--- config.mk ---
export PLATFORM = sky130hd
export DESIGN_NAME = configs_loader
export DESIGN_NICKNAME = d
export VERILOG_FILES = /design/src/rtl/configs_loader.sv
export SDC_FILE = /design/constraint.sdc
export NUM_CORES = 1
export LEC_CHECK = 0
export ABC_AREA = 1
export BUFFER_PORTS_ARGS = -buffer_cell sky130_fd_sc_hd__buf_2
export CAP_MARGIN = 5
export CORE_ASPECT_RATIO = 1.1
export CORE_MARGIN = 3
export CORE_UTILIZATION = 50
export CTS_CLUSTER_SIZE = 24
export DETAILED_ROUTE_END_ITERATION = 7
export GPL_TIMING_DRIVEN = 1
export PLACE_DENSITY = 0.82
export REMOVE_ABC_BUFFERS = 1
export SLEW_MARGIN = 0
export SYNTH_ARGS = -nofsm -noshare
export SYNTH_HDL_FRONTEND = slang
export SYNTH_SLANG_ARGS = --single-unit
--- constraint.sdc ---
create_clock -name clk -period 2.9 [get_ports clk]
set_input_delay 0.435 -clock clk [delete_from_list [all_inputs] [get_ports clk]]
set_output_delay 0.435 -clock clk [all_outputs]
set_load 0.05 [all_outputs]
--- src/rtl/configs_loader.sv ---
// ----------------------------------------------------------------------------
// configs_loader
//
// Upstream feeder for the configuration latch bank. Configuration words arrive
// on a valid/ready stream and are written to the latch bank strictly in order,
// one word per latch group. Each write runs set-up / strobe / hold so that a
// latch is only transparent while its data bus is stable.
//
// Handshake: a word is transferred on a rising edge where io_in_valid and
// io_in_ready are both high. io_in_ready is high only in WAIT and is forced
// low by io_abort in the same cycle, so an aborted cycle never consumes a word.
// The source may hold io_in_valid/io_in_bits for as long as ready stays low.
//
// Ports
//   clk            single clock, rising edge
//   reset          synchronous, active-high
//   io_start       pulse: begin loading at word 0 (honoured in IDLE or DONE)
//   io_abort       synchronous abort of the current load
//   io_in_valid    config word available
//   io_in_ready    loader can accept a word
//   io_in_bits     config word
//   io_d_out       registered data bus to the latch bank
//   io_configs_en  registered one-hot latch enables
//   io_word_idx    registered index of the word currently being written
//   io_busy        high in WAIT, SETUP, STROBE and HOLD
//   io_done        registered, high in DONE
//   dbg_state      current FSM state encoding
// ----------------------------------------------------------------------------
module configs_loader #(
    parameter int WORD_W    = 32,
    parameter int NUM_WORDS = 23,
    parameter int IDX_W     = 5
) (
    input  logic                 clk,
    input  logic                 reset,
    input  logic                 io_start,
    input  logic                 io_abort,
    input  logic                 io_in_valid,
    output logic                 io_in_ready,
    input  logic [WORD_W-1:0]    io_in_bits,
    output logic [WORD_W-1:0]    io_d_out,
    output logic [NUM_WORDS-1:0] io_configs_en,
    output logic [IDX_W-1:0]     io_word_idx,
    output logic                 io_busy,
    output logic                 io_done,
    output logic [2:0]           dbg_state
);

    typedef enum logic [2:0] {
        S_IDLE   = 3'd0,
        S_WAIT   = 3'd1,
        S_SETUP  = 3'd2,
        S_STROBE = 3'd3,
        S_HOLD   = 3'd4,
        S_DONE   = 3'd5
    } state_t;

    localparam logic [IDX_W-1:0] LAST_IDX = IDX_W'(NUM_WORDS - 1);
    localparam logic [NUM_WORDS-1:0] EN_ONE = NUM_WORDS'(1);

    state_t state;
    state_t state_next;

    logic                 accept;
    logic                 start_ok;
    logic                 last_word;
    logic [NUM_WORDS-1:0] idx_onehot;

    // ------------------------------------------------------------------
    // State register
    // ------------------------------------------------------------------
    always_ff @(posedge clk) begin
        if (reset) begin
            state <= S_IDLE;
        end else begin
            state <= state_next;
        end
    end

    // ------------------------------------------------------------------
    // Next-state logic
    // ------------------------------------------------------------------
    always_comb begin
        state_next = state;
        case (state)
            S_IDLE:   if (io_start) state_next = S_WAIT;
            S_WAIT:   if (accept)   state_next = S_SETUP;
            S_SETUP:  state_next = S_STROBE;
            S_STROBE: state_next = S_HOLD;
            S_HOLD:   state_next = last_word ? S_DONE : S_WAIT;
            S_DONE:   if (io_start) state_next = S_WAIT;
            default:  state_next = S_IDLE;
        endcase
        // Abort overrides everything, including a simultaneous start.
        if (io_abort) begin
            state_next = S_IDLE;
        end
    end

    // ------------------------------------------------------------------
    // Decoded outputs
    // ------------------------------------------------------------------
    always_comb begin
        // Abort is the one input allowed to reach ready: it must stop a word
        // offered in the aborted cycle from being taken.
        io_in_ready = (state == S_WAIT) && !io_abort;
        io_busy     = (state == S_WAIT)  || (state == S_SETUP) ||
                      (state == S_STROBE) || (state == S_HOLD);
        dbg_state   = state;
    end

    assign accept     = io_in_valid && io_in_ready;
    assign start_ok   = io_start && !io_abort &&
                        ((state == S_IDLE) || (state == S_DONE));
    assign last_word  = (io_word_idx == LAST_IDX);
    assign idx_onehot = EN_ONE << io_word_idx;

    // ------------------------------------------------------------------
    // Registered datapath outputs
    // ------------------------------------------------------------------
    // The enable register is loaded while in SETUP, so the pulse appears for
    // exactly the STROBE cycle. Data is captured on accept, so it is already
    // on the bus for the whole of SETUP and is not touched again until the
    // next accept, which can only follow HOLD.
    always_ff @(posedge clk) begin
        if (reset) begin
            io_d_out      <= '0;
            io_configs_en <= '0;
            io_word_idx   <= '0;
            io_done       <= 1'b0;
        end else begin
            io_configs_en <= '0;
            if (io_abort) begin
                // Data bus deliberately left as is; latches keep their contents.
                io_word_idx <= '0;
                io_done     <= 1'b0;
            end else begin
                if (accept) begin
                    io_d_out <= io_in_bits;
                end
                if (state == S_SETUP) begin
                    io_configs_en <= idx_onehot;
                end
                if (start_ok) begin
                    io_word_idx <= '0;
                    io_done     <= 1'b0;
                end
                if (state == S_HOLD) begin
                    if (last_word) begin
                        // Index stays at the last word; no wrap-around.
                        io_done <= 1'b1;
                    end else begin
                        io_word_idx <= io_word_idx + IDX_W'(1);
                    end
                end
            end
        end
    end

endmodule

==> impl_metrics.yaml, run 1 <==
route:
  final_antenna_net_count: 0
  drc_errors: 0
  drtPass1Iterations: 4
  routed_wl_um: 5728
  drt_iter0_drc: 161
  avgViaCountPerCell: 4.956
  wl_per_cell_um: 12.64
  num_vias: 2245
run:
  drv_cap: 0
critical_path:
  max_stage_delay_ns: 0.48
  required_ns: 2.47
  reg2reg_depth: 8
  crit_fanout: 8
  critical_path_buf_inv_count: 2
  reg2reg_slack_ns: 1.10
  crit_path_cell_trace: "inv_1 > o21ai_0 > nand2_1 > buf_2"
  cp.arrival_ns: 1.45
  path_class: "flip-flop to output port"
  critical-path-top-delay-family: "flip-flops"
  end_kind: "output port"
  timing.rr.start: "dbg_state[1]"
  startpoint_type: "flip-flop"
  cpMaxStageDelayCell: "dfxtp_1"
  timing.rr.end: "io_d_out[11]"
sta:
  tns_ns: 0
  setup_ws_ns: 1.020
  hold_violations: 0
  setup_viol: 0
  fin_skew_ns: 0.006475
  max_slew_margin: 0.6002
  fmax_mhz: 531.8
  period_share: 0.6484
  finalCriticalPeriod_ns: 1.880
  rsz0062_at_grt: "no"
  slew_viol_final: 0
  tightest_slew_ns: 0.5997
global_routing:
  grt_overflow: 0
  grt_pass1_vias: 2195
  grt_max_degree: 34
  grt_pass1_wl_um: 9597
  antenna_found_initial: 0
  track_usage: 0.2196
synthesis:
  ys_dominant_reg_cell: "dfxtp_1"
  synth_area_um2: 2356
  synth_area_leaders: "dfxtp_1, nand2_1, a21oi_1, nor2_1, nand3_1"
  synth-edff-count: 0
  yosys-top-cells-count: "nand2_1, dfxtp_1, a21oi_1"
  synth_most_common_cell: "nand2_1"
  yosysWarnings: 0
  yosysTopAreaCell: "dfxtp_1"
  yosys_register_bits: 64
  synth_cell_type_count: 22
  syn_inst: 292
  synth_seq_area_share: 0.5438
  synth-async-reset-ratio: 0
  synth_top_area_share: 0.5438
  syn_area_per_cell_um2: 8.069
clocking:
  clkTransAtPathRegs_ns: 0.06
  cts.path.max_buffers: 2
  cts_buffers: 9
  cts.sinks: 64
  insertion_delay_ns: 0.33
  cts_root_buf: "clkbuf_8"
  htree_levels: 3
  post_cts_buffers: 0
  cts_hold_repair.buffers: 0
  cts_resized: 0
  cts_tree: "yes"
die:
  rows: 25
  io_pins: 103
  start_util: 0.5342
  die_h_um: 78.00
  die-area_um2: 5573
  die_w_um: 71.45
  core_um2: 4410
placement:
  place_area_um2: 2873
  dpl_worst_slack_ns: 1.154
  portBuffers: 102
  hpwl_um: 4069
  gp_congestion: 0.8874
min_path:
  holdPathEnd: "io_d_out[15]"
  hp-start: "io_in_bits[15]"
  hold_class: "primary input to flip-flop"
  min_path_cells: 3
pwr:
  p_leak_nw: 1.464
  vdd_drop_max_mv: 0.3489
  power_density_nw_per_um2: 556.8
cells_and_area:
  fin_area_um2: 3064
  syn_to_final_growth_pct: 30.06
  antenna_cells: 0
  nets: 438
  drive_gt1_frac: 0.3233
outcome:
  status: "completed"
[through the flow]
stage               power [mW]  utilization  cells  hold WS (ns)
global placement         1.015       0.6513    438        0.4484
CTS                      1.727       0.6948    453        0.3246
detailed placement       1.015       0.6513    438        0.4542
global route             1.783       0.6948    453        0.3355
floorplan               0.9681            -    281        0.5041
finish                   1.706       0.6948    453        0.3467
[layer usage]
layer / global-route usage / share of wire / up-vias
met3: 0.07383 / 0.093 / 11
met4: 0.1034 / 0.018 / 0
met2: 0.3713 / 0.47 / 95
met5: 0 / 0 / -
met1: 0.2447 / 0.42 / 1001
li1: - / - / 1138
[kinds of logic (layout without fill, tap and decap cells)]
| family | count (synthesis) | count (layout) | share of synthesized area |
|---|---|---|---|
| AND/OR/NAND/NOR | 148 | 148 | 0.2693 |
| adder cells (fa/ha/maj) | 6 | 6 | 0.03186 |
| XOR/XNOR | 1 | 1 | 0.003718 |
| AO/OA/AOI/OAI | 42 | 42 | 0.09028 |
| flip-flops | 64 | 64 | 0.5438 |
| buffers and inverters | 31 | 138 | 0.06107 |
[layout by cell type (no fill, tap or decap), types with 3 or more instances in the layout]
| cell | count |
|---|---|
| inv_1 | 16 |
| dfxtp_1 | 64 |
| inv_2 | 4 |
| nand2_1 | 93 |
| nor2_1 | 22 |
| nand3_1 | 16 |
| buf_2 | 102 |
| nor3_1 | 5 |
| o21ai_0 | 3 |
| a21oi_1 | 38 |
| nand4_1 | 4 |
| ha_1 | 6 |
| clkbuf_8 | 13 |
[registers in the layout, indices dropped and copies added, names as in the netlist]
signal         cells
io_d_out          32
io_configs_en     23
io_word_idx        5
dbg_state          3
io_done            1
[worst max path at each step]
stage                 startpoint           end  cells after the start
global route        dbg_state[1]  io_d_out[11]                      8
floorplan           dbg_state[0]   io_in_ready                      2
CTS                 dbg_state[2]       io_busy                      4
detailed placement  dbg_state[1]  io_d_out[14]                      8
global placement    dbg_state[1]  io_d_out[22]                      8
finish              dbg_state[2]       io_busy                      4
[worst register-to-register path, cell delays in order, from the launching register on]
cell and delay, ns:
dfxtp_1 0.34, inv_2 0.15, nand2_2 0.09, nor2_2 0.11, nand3_2 0.07, buf_4 0.24, inv_2 0.43, nand2_1 0.14
a21oi_1 0.16
[layout make-up]
cell class | count | area, um^2
clock buffers | 13 | 178.9
multi-input cells | 197 | 930.9
fillers | 361 | 1346
flip-flops and latches | 64 | 1281
clock inverters | 2 | 12.51
inverters | 20 | 75.07
well taps | 54 | 67.56
repair buffers | 103 | 518.0
[power by group]
| group | switching, mW | total (mW) | internal (mW) |
|---|---|---|---|
| Combinational | 0.0722 | 0.105 | 0.0330 |
| Clock | 0.312 | 0.709 | 0.397 |
| Sequential | 0.00473 | 0.891 | 0.887 |
Note: power is estimated with default switching activity, not from simulation.
==> inputs of run 2 (changes only) <==
--- a/config.mk
+++ b/config.mk
@@ -5,16 +5,16 @@
 export SDC_FILE = /design/constraint.sdc
 export NUM_CORES = 1
 export LEC_CHECK = 0
-export ABC_AREA = 1
+export ABC_AREA = 0
 export BUFFER_PORTS_ARGS = -buffer_cell sky130_fd_sc_hd__buf_2
 export CAP_MARGIN = 5
 export CORE_ASPECT_RATIO = 1.1
 export CORE_MARGIN = 3
-export CORE_UTILIZATION = 50
+export CORE_UTILIZATION = 47
 export CTS_CLUSTER_SIZE = 24
 export DETAILED_ROUTE_END_ITERATION = 7
 export GPL_TIMING_DRIVEN = 1
-export PLACE_DENSITY = 0.82
+export PLACE_DENSITY = 0.76
 export REMOVE_ABC_BUFFERS = 1
 export SLEW_MARGIN = 0
 export SYNTH_ARGS = -nofsm -noshare
==> constraint.sdc (replaced) <==
create_clock -name clk -period 1.9 [get_ports clk]
set_input_delay 0.285 -clock clk [delete_from_list [all_inputs] [get_ports clk]]
set_output_delay 0.285 -clock clk [all_outputs]
set_load 0.05 [all_outputs]
==> run 2 against run 1 <==
Effect of this change: power is 48% higher; critical endpoint unchanged; sequential share of layout area down 2.1 points; design area rose by 5.4%; sequential power increased by 53%; die area rose by 12%; combinational power increased by 94%; synthesized cell count is 3.1% lower; utilization decreased by 5.7 points; worst hold slack worse by 0.16 ns; area after synthesis grew 6.3%.
==> impl_metrics.yaml, run 2 <==
route:
  drc_errors: 0
  routed_wl_um: 6416
  drtPass1Iterations: 4
  final_antenna_net_count: 0
  avgViaCountPerCell: 5.401
  wl_per_cell_um: 14.45
  num_vias: 2398
  drt_iter0_drc: 150
clocking:
  cts.sinks: 64
  clkTransAtPathRegs_ns: 0.07
  cts_hold_repair.buffers: 0
  cts_resized: 0
  cts_tree: "yes"
  post_cts_buffers: 0
  cts_root_buf: "clkbuf_8"
  htree_levels: 3
  insertion_delay_ns: 0.33
  cts.path.max_buffers: 2
  cts_buffers: 9
critical_path:
  crit_fanout: 9
  max_stage_delay_ns: 0.47
  critical_path_buf_inv_count: 2
  cp-startpoint: "dbg_state[2]"
  end_kind: "output port"
  cpMaxStageDelayCell: "dfxtp_1"
  timing.rr.start: "dbg_state[2]"
  reg2reg_slack_ns: 0.30
  critical-path-top-delay-family: "buffers and inverters"
  required_ns: 1.62
  cp.arrival_ns: 1.41
  path_class: "flip-flop to output port"
  crit_path_cell_trace: "buf_4 > xnor2_1 > buf_2"
  cp-endpoint: "io_busy"
  startpoint_type: "flip-flop"
  cp.depth: 3
  reg2reg_depth: 3
  timing.rr.end: "io_configs_en[3]"
pwr:
  p_leak_nw: 1.428
  power_density_nw_per_um2: 781.5
  total_power_mw: 2.525
  vdd_drop_max_mv: 0.4187
synthesis:
  synth-edff-count: 0
  yosysWarnings: 0
  synth_most_common_cell: "dfxtp_1"
  syn_area_per_cell_um2: 8.847
  ys_dominant_reg_cell: "dfxtp_1"
  syn_inst: 283
  yosys_register_bits: 64
  synth_area_um2: 2504
  synth_cell_type_count: 35
  synth_top_area_share: 0.5117
  yosysTopAreaCell: "dfxtp_1"
  synth_area_leaders: "dfxtp_1, a21oi_1, nand3_1, o21ai_0, clkbuf_1"
  synth_seq_area_share: 0.5117
  yosys-top-cells-count: "dfxtp_1, a21oi_1, nand3_1"
  synth-async-reset-ratio: 0
cells_and_area:
  nets: 426
  final_cell_mix: "buf_2, dfxtp_1, a21oi_1, nand3_1, o21ai_0"
  regMostFlops: "io_d_out"
  fillCellCount: 457
  largest_register_ffs: 32
  drive_gt1_frac: 0.3497
  final_core_util: 0.6375
  final_common_cell: "buf_2"
  reg.largest.list: "io_d_out (32), io_configs_en (23), io_word_idx (5)"
  fin_area_um2: 3231
  final_cells: 444
  antenna_cells: 0
  syn_to_final_growth_pct: 29.04
sta:
  fin_skew_ns: 0.008141
  max_slew_margin: 0.6087
  slew_viol_final: 0
  hold_violations: 0
  tns_ns: 0
  tightest_slew_ns: 0.5848
  fmax_mhz: 589.8
  setup_viol: 0
  finalCriticalPeriod_ns: 1.696
  period_share: 0.8924
  rsz0062_at_grt: "no"
die:
  rows: 27
  core_um2: 5067
  die_w_um: 75.59
  io_pins: 103
  start_util: 0.4941
  die_h_um: 82.55
  die-area_um2: 6240
global_routing:
  antenna_found_initial: 0
  track_usage: 0.2161
  grt_pass1_vias: 2118
  grt_max_degree: 33
  grt_overflow: 0
  grt_pass1_wl_um: 10110
min_path:
  hold_class: "primary input to flip-flop"
placement:
  hpwl_um: 4627
  portBuffers: 102
  gp_congestion: 0.7885
  place_area_um2: 3075
  dp_cells: 430
outcome:
  status: "completed"
run:
  drv_cap: 0
-- run 2: cell type report --
| type | count | area, um^2 | share of cell area |
|---|---|---|---|
| Sequential cell | 64 | 1282 | 0.3970 |
| Multi-Input combinational cell | 190 | 1110 | 0.3435 |
| Timing Repair Buffer | 113 | 593.1 | 0.1836 |
| Clock buffer | 13 | 148.9 | 0.04609 |
| Tap cell | 58 | 72.57 | 0.02246 |
| Inverter | 5 | 18.77 | 0.005809 |
| Clock inverter | 1 | 5.005 | 0.001549 |
-- run 2: per-layer routing --
layer	GRT usage	wire length, um	up-vias
li1	-	-	1201
met1	0.2720	2689	1112
met2	0.3368	3178	71
met3	0.07143	398	14
met4	0.09091	150	0
met5	0	0	-
-- run 2: where the power goes --
group / total (mW) / switching [mW] / internal [mW] / leakage [nW]
combinational: 0.204 / 0.139 / 0.0652 / 0.832
clock: 0.960 / 0.466 / 0.494 / 0.0794
sequential: 1.36 / 0.00699 / 1.35 / 0.517
total: 2.52 / 0.612 / 1.91 / 1.43
-- run 2: worst min-delay path by stage --
stage,startpoint,end,slack [ns],depth (start not counted)
after CTS,reset,io_d_out[26],0.17,2
after global placement,io_d_out[14],io_d_out[14],0.46,2
after detailed placement,io_d_out[25],io_d_out[25],0.46,2
final,reset,io_d_out[26],0.19,2
after global routing,io_in_bits[4],io_d_out[4],0.17,3
after floorplan,reset,io_d_out[0],0.35,1
-- run 2: kinds of logic (layout without fill, tap and decap cells) --
| family | count (synthesis) | after routing | share of synthesized area |
|---|---|---|---|
| simple gates | 101 | 101 | 0.2269 |
| xor+xnor | 3 | 3 | 0.01050 |
| flops | 64 | 64 | 0.5117 |
| buf+inv | 29 | 132 | 0.04698 |
| mux | 1 | 1 | 0.004497 |
| compound gates | 79 | 79 | 0.1694 |
| fa+ha+maj | 6 | 6 | 0.02998 |
-- run 2: metrics by stage --
stage	setup WS, ns	hold slack [ns]
floorplan	-1.371	0.3541
global placement	0.3443	0.4569
detailed placement	0.3200	0.4641
CTS	0.09606	0.1710
global route	0.07022	0.1731
finish	0.2044	0.1912
==> inputs of run 3 (changes only) <==
--- a/config.mk
+++ b/config.mk
@@ -15,6 +15,7 @@
 export DETAILED_ROUTE_END_ITERATION = 7
 export GPL_TIMING_DRIVEN = 1
 export PLACE_DENSITY = 0.76
+export RECOVER_POWER = 25
 export REMOVE_ABC_BUFFERS = 1
 export SLEW_MARGIN = 0
 export SYNTH_ARGS = -nofsm -noshare
==> run 3 against run 2 <==
Effect of this change: global-route usage is the same; sequential cell count unchanged; register-to-register slack about the same; clock skew about the same; die area did not move; fmax is 0.16% lower; power barely moved; worst setup slack got worse by 0.0028 ns; wire length is 0.31% higher; largest power group unchanged.
==> impl_metrics.yaml, run 3 (synthesis gave the netlist of run 2 again) <==
outcome:
  status: "completed"
critical_path:
  cp-startpoint: "dbg_state[2]"
  end_kind: "output port"
  path_class: "flip-flop to output port"
  cp-endpoint: "io_busy"
  timing.rr.end: "io_configs_en[3]"
  startpoint_type: "flip-flop"
  reg2reg_depth: 3
  reg2reg_slack_ns: 0.30
  required_ns: 1.62
  timing.rr.start: "dbg_state[2]"
  cp.arrival_ns: 1.41
  crit_fanout: 9
global_routing:
  grt_max_degree: 33
  met2_usage: 0.3368
  grt_overflow: 0
  grt_util_met3: 0.07143
  antenna_found_initial: 0
  grt_pass1_wl_um: 10110
  grt_pass1_vias: 2118
  track_usage: 0.2161
  use_met1: 0.2720
  busiest_layer: "met2"
clocking:
  htree_levels: 3
  cts_buffers: 9
  cts.path.max_buffers: 2
  cts_root_buf: "clkbuf_8"
  cts.sinks: 64
  insertion_delay_ns: 0.34
  clkTransAtPathRegs_ns: 0.07
  cts_tree: "yes"
die:
  io_pins: 103
  die-area_um2: 6240
  rows: 27
  die_w_um: 75.59
  start_util: 0.4941
  die_h_um: 82.55
  core_um2: 5067
sta:
  fin_skew_ns: 0.007924
  setup_viol: 0
  slew_viol_final: 0
  hold_violations: 0
  period_share: 0.8939
  fmax_mhz: 588.8
  tightest_slew_ns: 0.6312
  setup_ws_ns: 0.2016
  rsz0062_at_grt: "no"
  finalCriticalPeriod_ns: 1.698
  max_slew_margin: 0.5810
placement:
  dpl_worst_slack_ns: 0.3200
  place_area_um2: 3075
  portBuffers: 102
  hpwl_um: 4627
  gp_congestion: 0.7885
  dp_cells: 430
route:
  drc_errors: 0
  final_antenna_net_count: 0
  drtPass1Iterations: 4
  routed_wl_um: 6436
  avgViaCountPerCell: 5.396
  drt_iter0_drc: 155
  num_vias: 2396
  wl_per_cell_um: 14.50
cells_and_area:
  final_cell_mix: "buf_2, dfxtp_1, a21oi_1, nand3_1"
  antenna_cells: 0
  largest_register_ffs: 32
  fin_area_um2: 3192
  regMostFlops: "io_d_out"
  syn_to_final_growth_pct: 27.49
  reg.largest.list: "io_d_out (32), io_configs_en (23), io_word_idx (5)"
  drive_gt1_frac: 0.2694
  final_cells: 444
  final_common_cell: "buf_2"
  final_core_util: 0.6299
  nets: 426
pwr:
  total_power_mw: 2.523
  power_density_nw_per_um2: 790.5
  p_leak_nw: 1.292
  vdd_drop_max_mv: 0.4340
run:
  drv_cap: 0
min_path:
  hold_class: "primary input to flip-flop"
[run 3: power by group]
| group | switching (mW) | total, mW | internal, mW | leakage [nW] |
|---|---|---|---|---|
| clock | 0.466 | 0.960 | 0.494 | 0.0794 |
| sequential | 0.00713 | 1.36 | 1.35 | 0.517 |
| combinational | 0.138 | 0.202 | 0.0642 | 0.696 |
| total | 0.612 | 2.52 | 1.91 | 1.29 |
[run 3: timing repair]
| action | in CTS | in global routing |
|---|---|---|
| resized for setup | 0 | 1 |
| hold endpoints to repair | 0 | 0 |
| buffers inserted | 0 | 0 |
| hold buffers | 0 | 0 |
| setup endpoints to repair | 0 | 1 |
[run 3: worst min path at each step]
stage	from	slack, ns	endpoint	cells after the start
6_report	reset	0.18	io_d_out[26]	2
2_1_floorplan	reset	0.35	io_d_out[0]	1
3_5_place_dp	io_d_out[25]	0.46	io_d_out[25]	2
5_1_grt	io_in_bits[4]	0.17	io_d_out[4]	3
3_3_place_gp	io_d_out[14]	0.46	io_d_out[14]	2
4_1_cts	reset	0.17	io_d_out[26]	2
[run 3: worst max-delay path, stage by stage, from the launching register on]
cell and delay [ns]:
dfxtp_1 0.47, buf_4 0.21, xnor2_1 0.11, buf_2 0.29
[run 3: area by class of cell]
| type | instances | area [um^2] |
|---|---|---|
| well taps | 58 | 72.57 |
| repair buffers | 113 | 554.3 |
| clock inverters | 1 | 5.005 |
| flip-flops and latches | 64 | 1282 |
| clock buffers | 13 | 148.9 |
| fillers | 476 | 1876 |
| inverters | 5 | 18.77 |
| multi-input cells | 190 | 1110 |
[run 3: metrics by stage]
| step | hold WS, ns | setup TNS (ns) |
|---|---|---|
| CTS | 0.1710 | 0 |
| detailed placement | 0.4641 | 0 |
| floorplan | 0.3541 | -29.55 |
| finish | 0.1821 | 0 |
| global placement | 0.4569 | 0 |
| global route | 0.1731 | 0 |
[run 3: metal layers]
metal  vias up  share of wire
li1       1198              -
met2        73           0.50
met5         -              0
met3        13          0.066
met4         0          0.021
met1      1112           0.42
